File: config.mk
export PLATFORM = sky130hd
export DESIGN_NAME = pipe_stage_reg
export DESIGN_NICKNAME = d
export VERILOG_FILES = /design/src/rtl/pipe_pkg.sv /design/src/rtl/stall_counter.sv /design/src/rtl/pipe_stage_reg.sv
export SDC_FILE = /design/constraint.sdc
export NUM_CORES = 1
export LEC_CHECK = 0
export CAP_MARGIN = 15
export CORE_AREA = 2 2 152 154
export CTS_CLUSTER_SIZE = 28
export DETAILED_ROUTE_END_ITERATION = 16
export DIE_AREA = 0 0 154 156
export PLACE_DENSITY = 0.91
export SKIP_CTS_REPAIR_TIMING = 1
export SYNTH_ARGS = -nofsm -noshare
export SYNTH_HDL_FRONTEND = slang
export SYNTH_HIERARCHICAL = 1
export SYNTH_SLANG_ARGS = --single-unit
File: constraint.sdc
create_clock -name clk -period 4.3 [get_ports clk]
set_input_delay 0.43 -clock clk [delete_from_list [all_inputs] [get_ports clk]]
set_output_delay 0.43 -clock clk [all_outputs]
set_load 0.01 [all_outputs]
File: src/rtl/pipe_pkg.sv
`default_nettype none
// ============================================================================
// Module : pipe_pkg
// Brief  : Shared definitions for the pipeline stage register.
//          - Stage occupancy encoding (EMPTY / ONE / FULL)
//          - Default PC value shown after reset or flush
//          - Bit offsets of the fields packed into the control payload:
//              [1:0] MemtoReg, [2] RegWr, [7:3] WrAddr
//          - pack_ctrl(): assembles a control word from its fields
// Rev    : 1.0  initial release
// ============================================================================
package pipe_pkg;

  // Occupancy of the stage: nothing held, main only, main plus skid.
  typedef enum logic [1:0] {
    ST_EMPTY = 2'd0,
    ST_ONE   = 2'd1,
    ST_FULL  = 2'd2
  } stage_state_e;

  // PC presented on pc_out while no entry has been loaded since reset/flush.
  localparam logic [31:0] C_PC_RESET_DEFAULT = 32'h8000_0000;

  // Control payload field layout.
  localparam int C_CTRL_MEMTOREG_LSB = 0;
  localparam int C_CTRL_MEMTOREG_W   = 2;
  localparam int C_CTRL_REGWR_BIT    = 2;
  localparam int C_CTRL_WRADDR_LSB   = 3;
  localparam int C_CTRL_WRADDR_W     = 5;
  localparam int C_CTRL_MIN_W        = C_CTRL_WRADDR_LSB + C_CTRL_WRADDR_W;

  // Build an 8-bit control word from its fields using the offsets above.
  function automatic logic [C_CTRL_MIN_W-1:0] pack_ctrl(
    input logic [C_CTRL_MEMTOREG_W-1:0] mem_to_reg,
    input logic                         reg_wr,
    input logic [C_CTRL_WRADDR_W-1:0]   wr_addr
  );
    logic [C_CTRL_MIN_W-1:0] w_ctrl;
    w_ctrl = '0;
    w_ctrl[C_CTRL_MEMTOREG_LSB +: C_CTRL_MEMTOREG_W] = mem_to_reg;
    w_ctrl[C_CTRL_REGWR_BIT]                         = reg_wr;
    w_ctrl[C_CTRL_WRADDR_LSB +: C_CTRL_WRADDR_W]     = wr_addr;
    return w_ctrl;
  endfunction

endpackage : pipe_pkg
`default_nettype wire

File: src/rtl/stall_counter.sv
`default_nettype none
// ============================================================================
// Module : stall_counter
// Brief  : 32-bit free-running event counter used to count back-pressure
//          cycles of the pipeline stage. Wraps from 32'hFFFF_FFFF to 0.
//          Only instantiated when PIPE_STAGE_STALL_CNT_EN is defined.
// Ports  : clk    in   clock, state changes on posedge
//          reset  in   synchronous active-low reset (clears the count)
//          inc_i  in   count this cycle
//          cnt_o  out  current count
// Rev    : 1.0  initial release
// ============================================================================
module stall_counter (
  input  logic        clk,
  input  logic        reset,
  input  logic        inc_i,
  output logic [31:0] cnt_o
);

  logic [31:0] cnt_q;
  logic [31:0] cnt_d;

  // Natural 32-bit overflow provides the wrap to zero.
  always_comb begin
    cnt_d = cnt_q;
    if (inc_i) begin
      cnt_d = cnt_q + 32'd1;
    end
  end

  always_ff @(posedge clk) begin
    if (!reset) begin
      cnt_q <= '0;
    end else begin
      cnt_q <= cnt_d;
    end
  end

  assign cnt_o = cnt_q;

endmodule : stall_counter
`default_nettype wire

File: src/rtl/pipe_stage_reg.sv
`default_nettype none
// ============================================================================
// Module : pipe_stage_reg
// Brief  : Valid/ready pipeline register with a one-entry skid buffer.
//          Latency 1, full throughput while downstream is ready. in_ready is
//          registered, so there is no combinational out_ready -> in_ready
//          path; the skid register absorbs the one entry that may arrive in
//          the cycle downstream stalls.
// Config : PIPE_STAGE_STALL_CNT_EN - when defined, stall_cnt counts cycles
//          with out_valid && !out_ready (not cleared by flush). When not
//          defined, stall_cnt is tied to zero.
// Ports  : clk        in   clock
//          reset      in   synchronous active-low reset
//          flush      in   discard all held entries
//          in_valid   in   upstream entry present
//          in_ready   out  stage can accept (registered)
//          pc_in      in   upstream PC
//          ctrl_in    in   upstream control {WrAddr, RegWr, MemtoReg}
//          data_in    in   upstream data {RdData, ALUOut, Ra}
//          out_valid  out  downstream entry present
//          out_ready  in   downstream accepts
//          pc_out     out  main-register PC
//          ctrl_out   out  main-register control
//          data_out   out  main-register data
//          stall_cnt  out  back-pressure cycle count
// Rev    : 1.0  initial release
// ============================================================================
module pipe_stage_reg
  import pipe_pkg::*;
#(
  parameter int unsigned DATA_W   = 96,
  parameter int unsigned CTRL_W   = 8,
  parameter logic [31:0] PC_RESET = C_PC_RESET_DEFAULT
) (
  input  logic              clk,
  input  logic              reset,
  input  logic              flush,
  input  logic              in_valid,
  output logic              in_ready,
  input  logic [31:0]       pc_in,
  input  logic [CTRL_W-1:0] ctrl_in,
  input  logic [DATA_W-1:0] data_in,
  output logic              out_valid,
  input  logic              out_ready,
  output logic [31:0]       pc_out,
  output logic [CTRL_W-1:0] ctrl_out,
  output logic [DATA_W-1:0] data_out,
  output logic [31:0]       stall_cnt
);

  // --------------------------------------------------------------------------
  // State and payload registers
  // --------------------------------------------------------------------------
  stage_state_e      state_q,     state_d;
  logic              in_ready_q;

  logic [31:0]       pc_q,        pc_d;
  logic [CTRL_W-1:0] ctrl_q,      ctrl_d;
  logic [DATA_W-1:0] data_q,      data_d;

  logic [31:0]       skid_pc_q,   skid_pc_d;
  logic [CTRL_W-1:0] skid_ctrl_q, skid_ctrl_d;
  logic [DATA_W-1:0] skid_data_q, skid_data_d;

  logic              w_accept;

  // Acceptance uses the registered ready so upstream sees exactly what we act on.
  assign w_accept = in_valid && in_ready_q;

  // --------------------------------------------------------------------------
  // Next-state and payload steering
  // --------------------------------------------------------------------------
  always_comb begin
    state_d     = state_q;
    pc_d        = pc_q;
    ctrl_d      = ctrl_q;
    data_d      = data_q;
    skid_pc_d   = skid_pc_q;
    skid_ctrl_d = skid_ctrl_q;
    skid_data_d = skid_data_q;

    if (flush) begin
      // Flush wins over any transfer: an incoming entry is dropped, and an
      // entry leaving this cycle has already been taken by downstream.
      state_d     = ST_EMPTY;
      pc_d        = PC_RESET;
      ctrl_d      = '0;
      data_d      = '0;
      skid_pc_d   = '0;
      skid_ctrl_d = '0;
      skid_data_d = '0;
    end else begin
      unique case (state_q)
        ST_EMPTY: begin
          if (w_accept) begin
            state_d = ST_ONE;
            pc_d    = pc_in;
            ctrl_d  = ctrl_in;
            data_d  = data_in;
          end
        end

        ST_ONE: begin
          if (w_accept && out_ready) begin
            // Main drains and refills in the same cycle.
            pc_d   = pc_in;
            ctrl_d = ctrl_in;
            data_d = data_in;
          end else if (w_accept) begin
            // Downstream stalled: park the newcomer so main stays stable.
            state_d     = ST_FULL;
            skid_pc_d   = pc_in;
            skid_ctrl_d = ctrl_in;
            skid_data_d = data_in;
          end else if (out_ready) begin
            // Main keeps its last value; only validity drops.
            state_d = ST_EMPTY;
          end
        end

        ST_FULL: begin
          // in_ready is low here, so no upstream acceptance can occur.
          if (out_ready) begin
            state_d = ST_ONE;
            pc_d    = skid_pc_q;
            ctrl_d  = skid_ctrl_q;
            data_d  = skid_data_q;
          end
        end

        default: begin
          state_d = ST_EMPTY;
        end
      endcase
    end
  end

  // --------------------------------------------------------------------------
  // Registers (reset has priority over flush and all transfers)
  // --------------------------------------------------------------------------
  always_ff @(posedge clk) begin
    if (!reset) begin
      state_q     <= ST_EMPTY;
      in_ready_q  <= 1'b1;
      pc_q        <= PC_RESET;
      ctrl_q      <= '0;
      data_q      <= '0;
      skid_pc_q   <= '0;
      skid_ctrl_q <= '0;
      skid_data_q <= '0;
    end else begin
      state_q     <= state_d;
      // Ready for next cycle is known from the next state alone.
      in_ready_q  <= (state_d != ST_FULL);
      pc_q        <= pc_d;
      ctrl_q      <= ctrl_d;
      data_q      <= data_d;
      skid_pc_q   <= skid_pc_d;
      skid_ctrl_q <= skid_ctrl_d;
      skid_data_q <= skid_data_d;
    end
  end

  // --------------------------------------------------------------------------
  // Outputs
  // --------------------------------------------------------------------------
  assign in_ready  = in_ready_q;
  assign out_valid = (state_q == ST_ONE) || (state_q == ST_FULL);
  assign pc_out    = pc_q;
  assign ctrl_out  = ctrl_q;
  assign data_out  = data_q;

  // --------------------------------------------------------------------------
  // Optional back-pressure counter
  // --------------------------------------------------------------------------
`ifdef PIPE_STAGE_STALL_CNT_EN
  stall_counter u_stall_counter (
    .clk   (clk),
    .reset (reset),
    .inc_i (out_valid && !out_ready),
    .cnt_o (stall_cnt)
  );
`else
  assign stall_cnt = '0;
`endif

endmodule : pipe_stage_reg
`default_nettype wire

# [After elaboration in Yosys (flattened, before gate mapping)]
# Cells that the tools add are included.
[totals] regBits=275 input_bits=141 output_inout_bits=170 wordCells=43
[classes] eq_ne=6 n_mux=19 n_bitwise=2 n_reduce_logical=8
[op_table] operator="$mux W96" count=3
[op_table] operator="$pmux W96 S3" count=1
[op_table] operator="$mux W32" count=3
[op_table] operator="$pmux W32 S3" count=1
[op_table] operator="$mux W8" count=3
[op_table] operator="$pmux W8 S3" count=1
[op_table] operator="$mux W2" count=6
[op_table] operator="$ne A2 B2 Y1 const B" count=4
[op_table] operator="$pmux W2 S3" count=1
[op_table] operator="$reduce_and A4 Y1" count=1
[op_table] operator="$reduce_and A3 Y1" count=1
[op_table] operator="$reduce_bool A3 Y1" count=1
[op_table] operator="$eq A2 B1 Y1 const B" count=1
[op_table] operator="$eq A2 B2 Y1 const B" count=1
[op_table] operator="$logic_and A1 B1 Y1" count=2
[op_table] operator="$logic_not A2 Y1" count=1
[op_table] operator="$not A1 Y1" count=2
[op_table] operator="$reduce_or A2 Y1" count=1
[op_table] operator="$logic_or A1 B1 Y1" count=1

# [Longest topological paths before layout]
# Gate-level depths: netlist of run 1.
[depth] word_depth=6 ltp_mapped=10

# [Least setup slack after synthesis of run 1]
# No wires, ideal clock.
[synth_path] path_type="register -> register" start="register state_q[1]" end="register ctrl_q[0] (netlist: ctrl_out[0])" setup_ns=0.081 arrival_time_ns=1.724 required_ns=4.219 slack_ns=2.495 path_stages_with_launch=10 n_path_buf=3 period_less_slack_ns=1.805 path_cell_list="dfxtp_1 -> inv_1 -> ha_1 -> a2bb2oi_2 -> o22ai_1 -> buf_2 -> buf_4 -> buf_2 -> nor3_1 -> a211oi_2"
[synth_between] elab_chain_cells=3
[synth_rtl] element="start, declared" line_no="pipe_stage_reg.sv:54" rtl="stage_state_e state_q, state_d;"
[synth_rtl] element="start signal, assigned" line_no="pipe_stage_reg.sv:152" rtl="state_q <= state_d;"
[synth_rtl] element="$eq A2 B1 Y1 (tied with other cells)" line_no="pipe_stage_reg.sv:93" rtl="unique case (state_q)"
[synth_rtl] element="$ne A2 B2 Y1 (no source line) or $reduce_bool A3 Y1 (tied branches)"
[synth_rtl] element="$reduce_and A4 Y1 (no source line)"
[synth_rtl] element="end signal, assigned" line_no="pipe_stage_reg.sv:156" rtl="ctrl_q <= ctrl_d;"
[synth_rtl] element="end, declared" line_no="pipe_stage_reg.sv:58" rtl="logic [CTRL_W-1:0] ctrl_q, ctrl_d;"
# Several ways; a longest one is shown, not always the timed one.
# A chain may end at the register's enable or synchronous reset.

# [Worst setup path in the final report of run 1]
[layout_path] start="register state_q[0]" end="register data_q[37] (netlist: data_out[37])"
[layout_between] elab_chain_cells=3
[layout_rtl] element="$eq A2 B1 Y1 (tied with other cells)" line_no="pipe_stage_reg.sv:93"
[layout_rtl] element="$ne A2 B2 Y1 (no source line) or $reduce_bool A3 Y1 (tied branches)"
[layout_rtl] element="$reduce_and A4 Y1 (no source line)"
[layout_rtl] element="end signal, assigned" line_no="pipe_stage_reg.sv:157" rtl="data_q <= data_d;"
[layout_rtl] element="end, declared" line_no="pipe_stage_reg.sv:59" rtl="logic [DATA_W-1:0] data_q, data_d;"
# Several ways; a longest one is shown, not always the timed one.

==> results.json, run 1 <==
{
  "cts_inserted_buffers": 28,
  "hp-class": "reg -> reg",
  "p_clk_frac": 0.412,
  "crit_path_max_incr_delay_ps": 920,
  "syn-cell-area_um2": 11500,
  "startpoint_type": "flip-flop",
  "hold_violations": 0,
  "synth_flop_cell": "dfxtp_1",
  "synth-edff-count": 0,
  "cts.clk_slew.worst_paths_ps": 60,
  "wirelength_mm": 31.1,
  "vias": 10053,
  "hold_depth": 2,
  "min_period_ps": 2490,
  "yosysSeqAreaShare": 0.479,
  "critPathCapture": "data_out[37]",
  "core_um2": 22400,
  "crit_path_start": "state_q[0]",
  "drt_iter0_markers": 623,
  "htree_levels": 1,
  "num_rows": 55,
  "r2r-start": "state_q[0]",
  "clock_latency_ps": 520,
  "viasPerCell": 5.65,
  "ctsLongestPathBuffers": 3,
  "rsz0062_at_grt": "no",
  "fillCellCount": 1630,
  "reg2regPathDepth": 5,
  "path_depth": 5,
  "setup_slack_ps": 1810,
  "layout.nets": 1620,
  "skew_ps": 9.99,
  "power_density_nw_per_um2": 386,
  "timing.fmax_mhz": 402,
  "max-cap-violations": 0,
  "relSlewSlack": 0.239,
  "final-instance-count-excl-fill": 1779,
  "p_leak_nw": 4.74,
  "grt_use_total": 0.245,
  "dp_hpwl_mm": 18.6,
  "area.growth.synth_to_final_pct": 31.1,
  "grt_pass1_wl_mm": 48.9,
  "status": "finished, final reports clean",
  "worst_pin_slew_ps": 1140,
  "synthArstFlopShare": 0,
  "path_cells": "inv_1 > ha_4 > buf_4 > mux2i_1 > a211oi_1",
  "antenna_left": 0,
  "dp_worst_setup_slack_ps": 1650,
  "synth_top_area_frac": 0.479,
  "p_sw_frac": 0.244,
  "grt_max_degree": 137,
  "dieWidth_um": 154,
  "switching_power_mw": 1.42,
  "arrival_ps": 2910,
  "gp_congestion": 0.777,
  "combPwrFrac": 0.129,
  "min_from": "skid_data_q[53]",
  "r2r-end": "data_out[37]",
  "antenna_found_initial": 1,
  "ys_ff_latch": 275,
  "power.internal_mw": 4.39,
  "path_buf_inv": 2,
  "synth_warnings": 6,
  "yosys.area.top_type": "dfxtp_1",
  "remaining_drc_errors": 0,
  "cpLargestDelayFamily": "buffers and inverters",
  "finalCritPeriodShare": 0.578,
  "synthTopCellsByArea": "dfxtp_1 48%, mux2i_1 12%, nand2_1 9.0%",
  "pwr-share-seq": 0.459,
  "fin_hold_ws_ps": 454,
  "avgRoutedWirePerCell_um": 17.5,
  "critPathRequiredTime_ps": 4730,
  "post-place-cells": 1730,
  "fin_setup_tns_ps": 0,
  "root_buffer": "clkbuf_16",
  "setup_viol_count_final": 0,
  "avgSynthCellArea_um2": 9.01,
  "path_class": "reg -> reg",
  "cp-end-kind": "flip-flop",
  "postSynthCellCount": 1276,
  "dr.pass1.iters": 4,
  "start_util": 0.514,
  "grt_pass1_vias": 9772,
  "worst-r2r-setup-slack_ps": 1810,
  "clkSinkCount": 275,
  "chipHeight_um": 156,
  "dieArea_um2": 24000,
  "drive_above_1_share": 0.0703,
  "power.total_mw": 5.82,
  "slowest_stage": "buf_4",
  "yosysUniqueCellTypes": 31,
  "netlist_top_cells_count": "275 x dfxtp_1, 275 x nand2_1, 137 x a21oi_1",
  "portBuffers": 278,
  "cts_tree": "built",
  "peakVddDrop_v": 0.000294,
  "path_max_fanout": 65,
  "grt_overflow": 0,
  "drv_slew": 0,
  "ios": 311
}
[layout make-up]
cell class | count | area (µm²) | area share
tap | 285 | 357 | 0.0237
multi-input combinational | 875 | 5330 | 0.354
clock buffer | 41 | 841 | 0.0558
clock inverter | 7 | 71.3 | 0.00473
inverter | 3 | 11.3 | 0.000747
antenna | 1 | 2.50 | 0.000166
timing repair buffer | 292 | 2950 | 0.196
sequential | 275 | 5510 | 0.365
[layout by cell type (no fill, tap or decap), types with 2 or more instances in the layout]
cell type        count
a211oi_1            98
a211oi_2            39
a21oi_1            137
buf_12               5
buf_4                9
clkbuf_1             5
clkbuf_16           29
clkbuf_8             7
clkdlybuf4s50_1    278
clkinv_2             5
conb_1              32
dfxtp_1            275
ha_1                 3
inv_1                3
mux2i_1            135
nand2_1            275
nand3_1              3
nor3_1             136
o21ai_0              2
[power groups by stage]
stage | Clock (mW) | Combinational [mW] | Sequential [mW]
after floorplan | 0 | 0.378 | 2.75
after global placement | 0 | 0.727 | 2.72
after detailed placement | 0 | 0.743 | 2.72
after CTS | 2.43 | 0.751 | 2.67
after global routing | 2.53 | 0.803 | 2.68
final | 2.40 | 0.750 | 2.67
[cells by family (layout without fill, tap and decap cells)]
| logic type | after synthesis | after routing | synth area share |
|---|---|---|---|
| multiplexers | 135 | 135 | 0.118 |
| flip-flops | 275 | 275 | 0.479 |
| XOR/XNOR | 1 | 1 | 0.000762 |
| AO/OA/AOI/OAI | 282 | 282 | 0.172 |
| other | 1 | 33 | 0.000326 |
| buffers and inverters | 157 | 343 | 0.0717 |
| AND/OR/NAND/NOR | 421 | 421 | 0.155 |
| adder cells (fa/ha/maj) | 4 | 4 | 0.00435 |
[worst min path at each step]
| stage | to | slack, ps |
|---|---|---|
| finish | skid_data_q[53] | 450 |
| detailed placement | skid_data_q[23] | 450 |
| CTS | skid_data_q[70] | 460 |
| global placement | skid_data_q[57] | 440 |
| global route | skid_pc_q[21] | 470 |
| floorplan | skid_ctrl_q[0] | 440 |
[worst register-to-register path: stages (launching register included)]
cell      delay, ps
dfxtp_1         360
inv_1           140
ha_4            370
buf_4           920
mux2i_1         290
a211oi_1        320
[registers in the layout, indices dropped and copies added, names as in the netlist]
register and cells:
data_out 96, skid_data_q 96, pc_out 32, skid_pc_q 32
ctrl_out 8, skid_ctrl_q 8, state_q 2, in_ready 1
[routing by layer]
layer / vias to the layer above / wire, µm / track usage
met2: 402 / 15400 / 0.426
met4: 0 / 1050 / 0.0895
li1: 4810 / - / -
met5: - / 0 / 0
met3: 64 / 2350 / 0.0536
met1: 4777 / 12300 / 0.299
[stage by stage]
stage,cell area [µm²],util
after floorplan,11600,-
after global placement,14200,0.633
after detailed placement,14200,0.633
after CTS,15100,0.674
after global routing,15100,0.674
final,15100,0.674
Note: power is estimated with default switching activity, not from simulation.
==> run 2, diff against run 1 <==
- CORE_AREA: 2 2 152 154 -> 2 2 165 167
- DIE_AREA: 0 0 154 156 -> 0 0 167 169
- PLACE_DENSITY: 0.91 -> 0.83
- clock period: 4.3 -> 2.06 ns (I/O delays scaled with it)
==> results.json, run 2 (synthesized netlist as in run 1, its figures left out) <==
{
  "layout_common_cells": "277 x clkdlybuf4s50_1, 275 x nand2_1, 274 x dfxtp_1",
  "fillCellCount": 2190,
  "core_um2": 26500,
  "viasPerCell": 5.38,
  "path_max_fanout": 60,
  "fin_setup_tns_ps": 0,
  "critPathRequiredTime_ps": 2490,
  "vias": 10065,
  "switching_power_mw": 3.02,
  "p_clk_frac": 0.425,
  "max-cap-violations": 0,
  "layout.nets": 1651,
  "rsz0062_at_grt": "no",
  "drive_above_1_share": 0.0924,
  "antenna_found_initial": 3,
  "min_from": "data_in[62]",
  "timing.fmax_mhz": 506,
  "drv_slew": 0,
  "crit_path_max_incr_delay_ps": 340,
  "dieArea_um2": 28200,
  "grt_pass1_vias": 9607,
  "power_density_nw_per_um2": 800,
  "gp_congestion": 0.781,
  "pwr-share-seq": 0.443,
  "grt_pass1_wl_mm": 49.2,
  "grt_overflow": 0,
  "combPwrFrac": 0.132,
  "grt_use_total": 0.209,
  "reg2regPathDepth": 8,
  "cp-end-kind": "flip-flop",
  "cts.clk_slew.worst_paths_ps": 60,
  "worst-r2r-setup-slack_ps": 80,
  "area.growth.synth_to_final_pct": 36.9,
  "portBuffers": 278,
  "root_buffer": "clkbuf_16",
  "num_rows": 60,
  "htree_levels": 1,
  "remaining_drc_errors": 0,
  "cpLargestDelayFamily": "buffers and inverters",
  "dieWidth_um": 167,
  "register_area_um2": 5510,
  "path_buf_inv": 3,
  "dr.pass1.iters": 5,
  "arrival_ps": 2410,
  "path_class": "reg -> reg",
  "hp-class": "in -> reg",
  "drt_iter0_markers": 876,
  "p_leak_nw": 5.02,
  "chipHeight_um": 169,
  "status": "finished, final reports clean",
  "final_common_cell": "clkdlybuf4s50_1",
  "clkSinkCount": 275,
  "startpoint_type": "flip-flop",
  "min_period_ps": 1980,
  "peakVddDrop_v": 0.000635,
  "whs_endpoint": "skid_data_q[62]",
  "utilization": 0.594,
  "skew_ps": 18.2,
  "cts_inserted_buffers": 30,
  "start_util": 0.434,
  "clock_latency_ps": 550,
  "ios": 311,
  "power.internal_mw": 9.56,
  "hold_depth": 3,
  "p_sw_frac": 0.240,
  "cts_tree": "built",
  "multiInputGateArea_um2": 5360,
  "r2r-end": "data_out[11]",
  "wirelength_mm": 31.6,
  "grt_max_degree": 86,
  "ctsLongestPathBuffers": 3,
  "antenna_left": 0,
  "r2r-start": "state_q[1]",
  "finalCritPeriodShare": 0.959,
  "avgRoutedWirePerCell_um": 16.9,
  "slowest_stage": "dfxtp_1",
  "setup_viol_count_final": 0,
  "hold_violations": 0,
  "dp_hpwl_mm": 19.7,
  "path_cells": "inv_1 > ha_2 > nand3_2 > nor3_4 > buf_4 > buf_16 > nor3_1 > a211oi_1"
}
[run 2: cell count changes in the layout (fill, tap and decap cells not counted), sizes merged]
cell / previous run / this run
buf: 14 / 41
clkbuf: 41 / 49
clkinv: 6 / 1
diode: 1 / 3
bufinv: 1 / 2
clkdlybuf4s50: 278 / 277
clkinvlp: 0 / 1
dlymetal6s2s: 0 / 1
inv: 3 / 4
[run 2: power by group through the flow]
stage,combinational (mW),sequential (mW),clock [mW]
finish,1.66,5.57,5.35
detailed placement,1.62,5.69,0
global route,1.79,5.59,5.67
CTS,1.63,5.57,5.45
floorplan,0.789,5.74,0
global placement,1.60,5.68,0
[run 2: routing by layer]
metal  wire length (µm)  vias to the layer above  global-route usage
met5                  0                        -                   0
met4                964                        0              0.0832
met3               2390                       69              0.0538
met2              14900                      354               0.340
met1              13400                     4769               0.264
li1                   -                     4873                   -
[run 2: cell type report]
cell class,instances,area share
Tap cell,341,0.0271
Clock inverter,5,0.00541
Timing Repair Buffer,321,0.218
Inverter,3,0.000716
Multi-Input combinational cell,875,0.341
Antenna cell,3,0.000477
Clock buffer,47,0.0576
Sequential cell,275,0.350
[run 2: worst max path at each step]
stage                from      endpoint  slack (ps)  cells past startpoint
6_report       state_q[1]  data_out[11]          80                      8
5_1_grt        state_q[1]  data_out[11]           7                      8
4_1_cts        state_q[0]     out_valid        -110                      3
3_5_place_dp     in_valid  data_out[62]         -20                      6
3_3_place_gp     in_valid   data_out[7]          40                      6
2_1_floorplan  state_q[1]  data_out[74]         250                      9
[run 2: metrics by stage]
stage / total power, mW / worst slack (ps) / instances / instance area (µm²) / hold WS (ps)
floorplan: 6.52 / 255 / 1307 / 11600 / 320
global placement: 7.28 / 40.3 / 1811 / 14600 / 438
detailed placement: 7.31 / -17.9 / 1811 / 14600 / 444
CTS: 12.7 / -111 / 1863 / 15600 / 207
global route: 13.0 / 6.71 / 1870 / 15700 / 218
finish: 12.6 / 83.8 / 1870 / 15700 / 229
[run 2: tightest hold or removal path: stages]
cell	delay, ps
clkdlybuf4s50_1	410
nand2_1	60
a21oi_1	50
==> run 3, diff against run 2 <==
- SKIP_LAST_GASP: not set -> 1
==> results of run 3 <==
The final DEF is identical to that of run 2; final timing and power are the same.
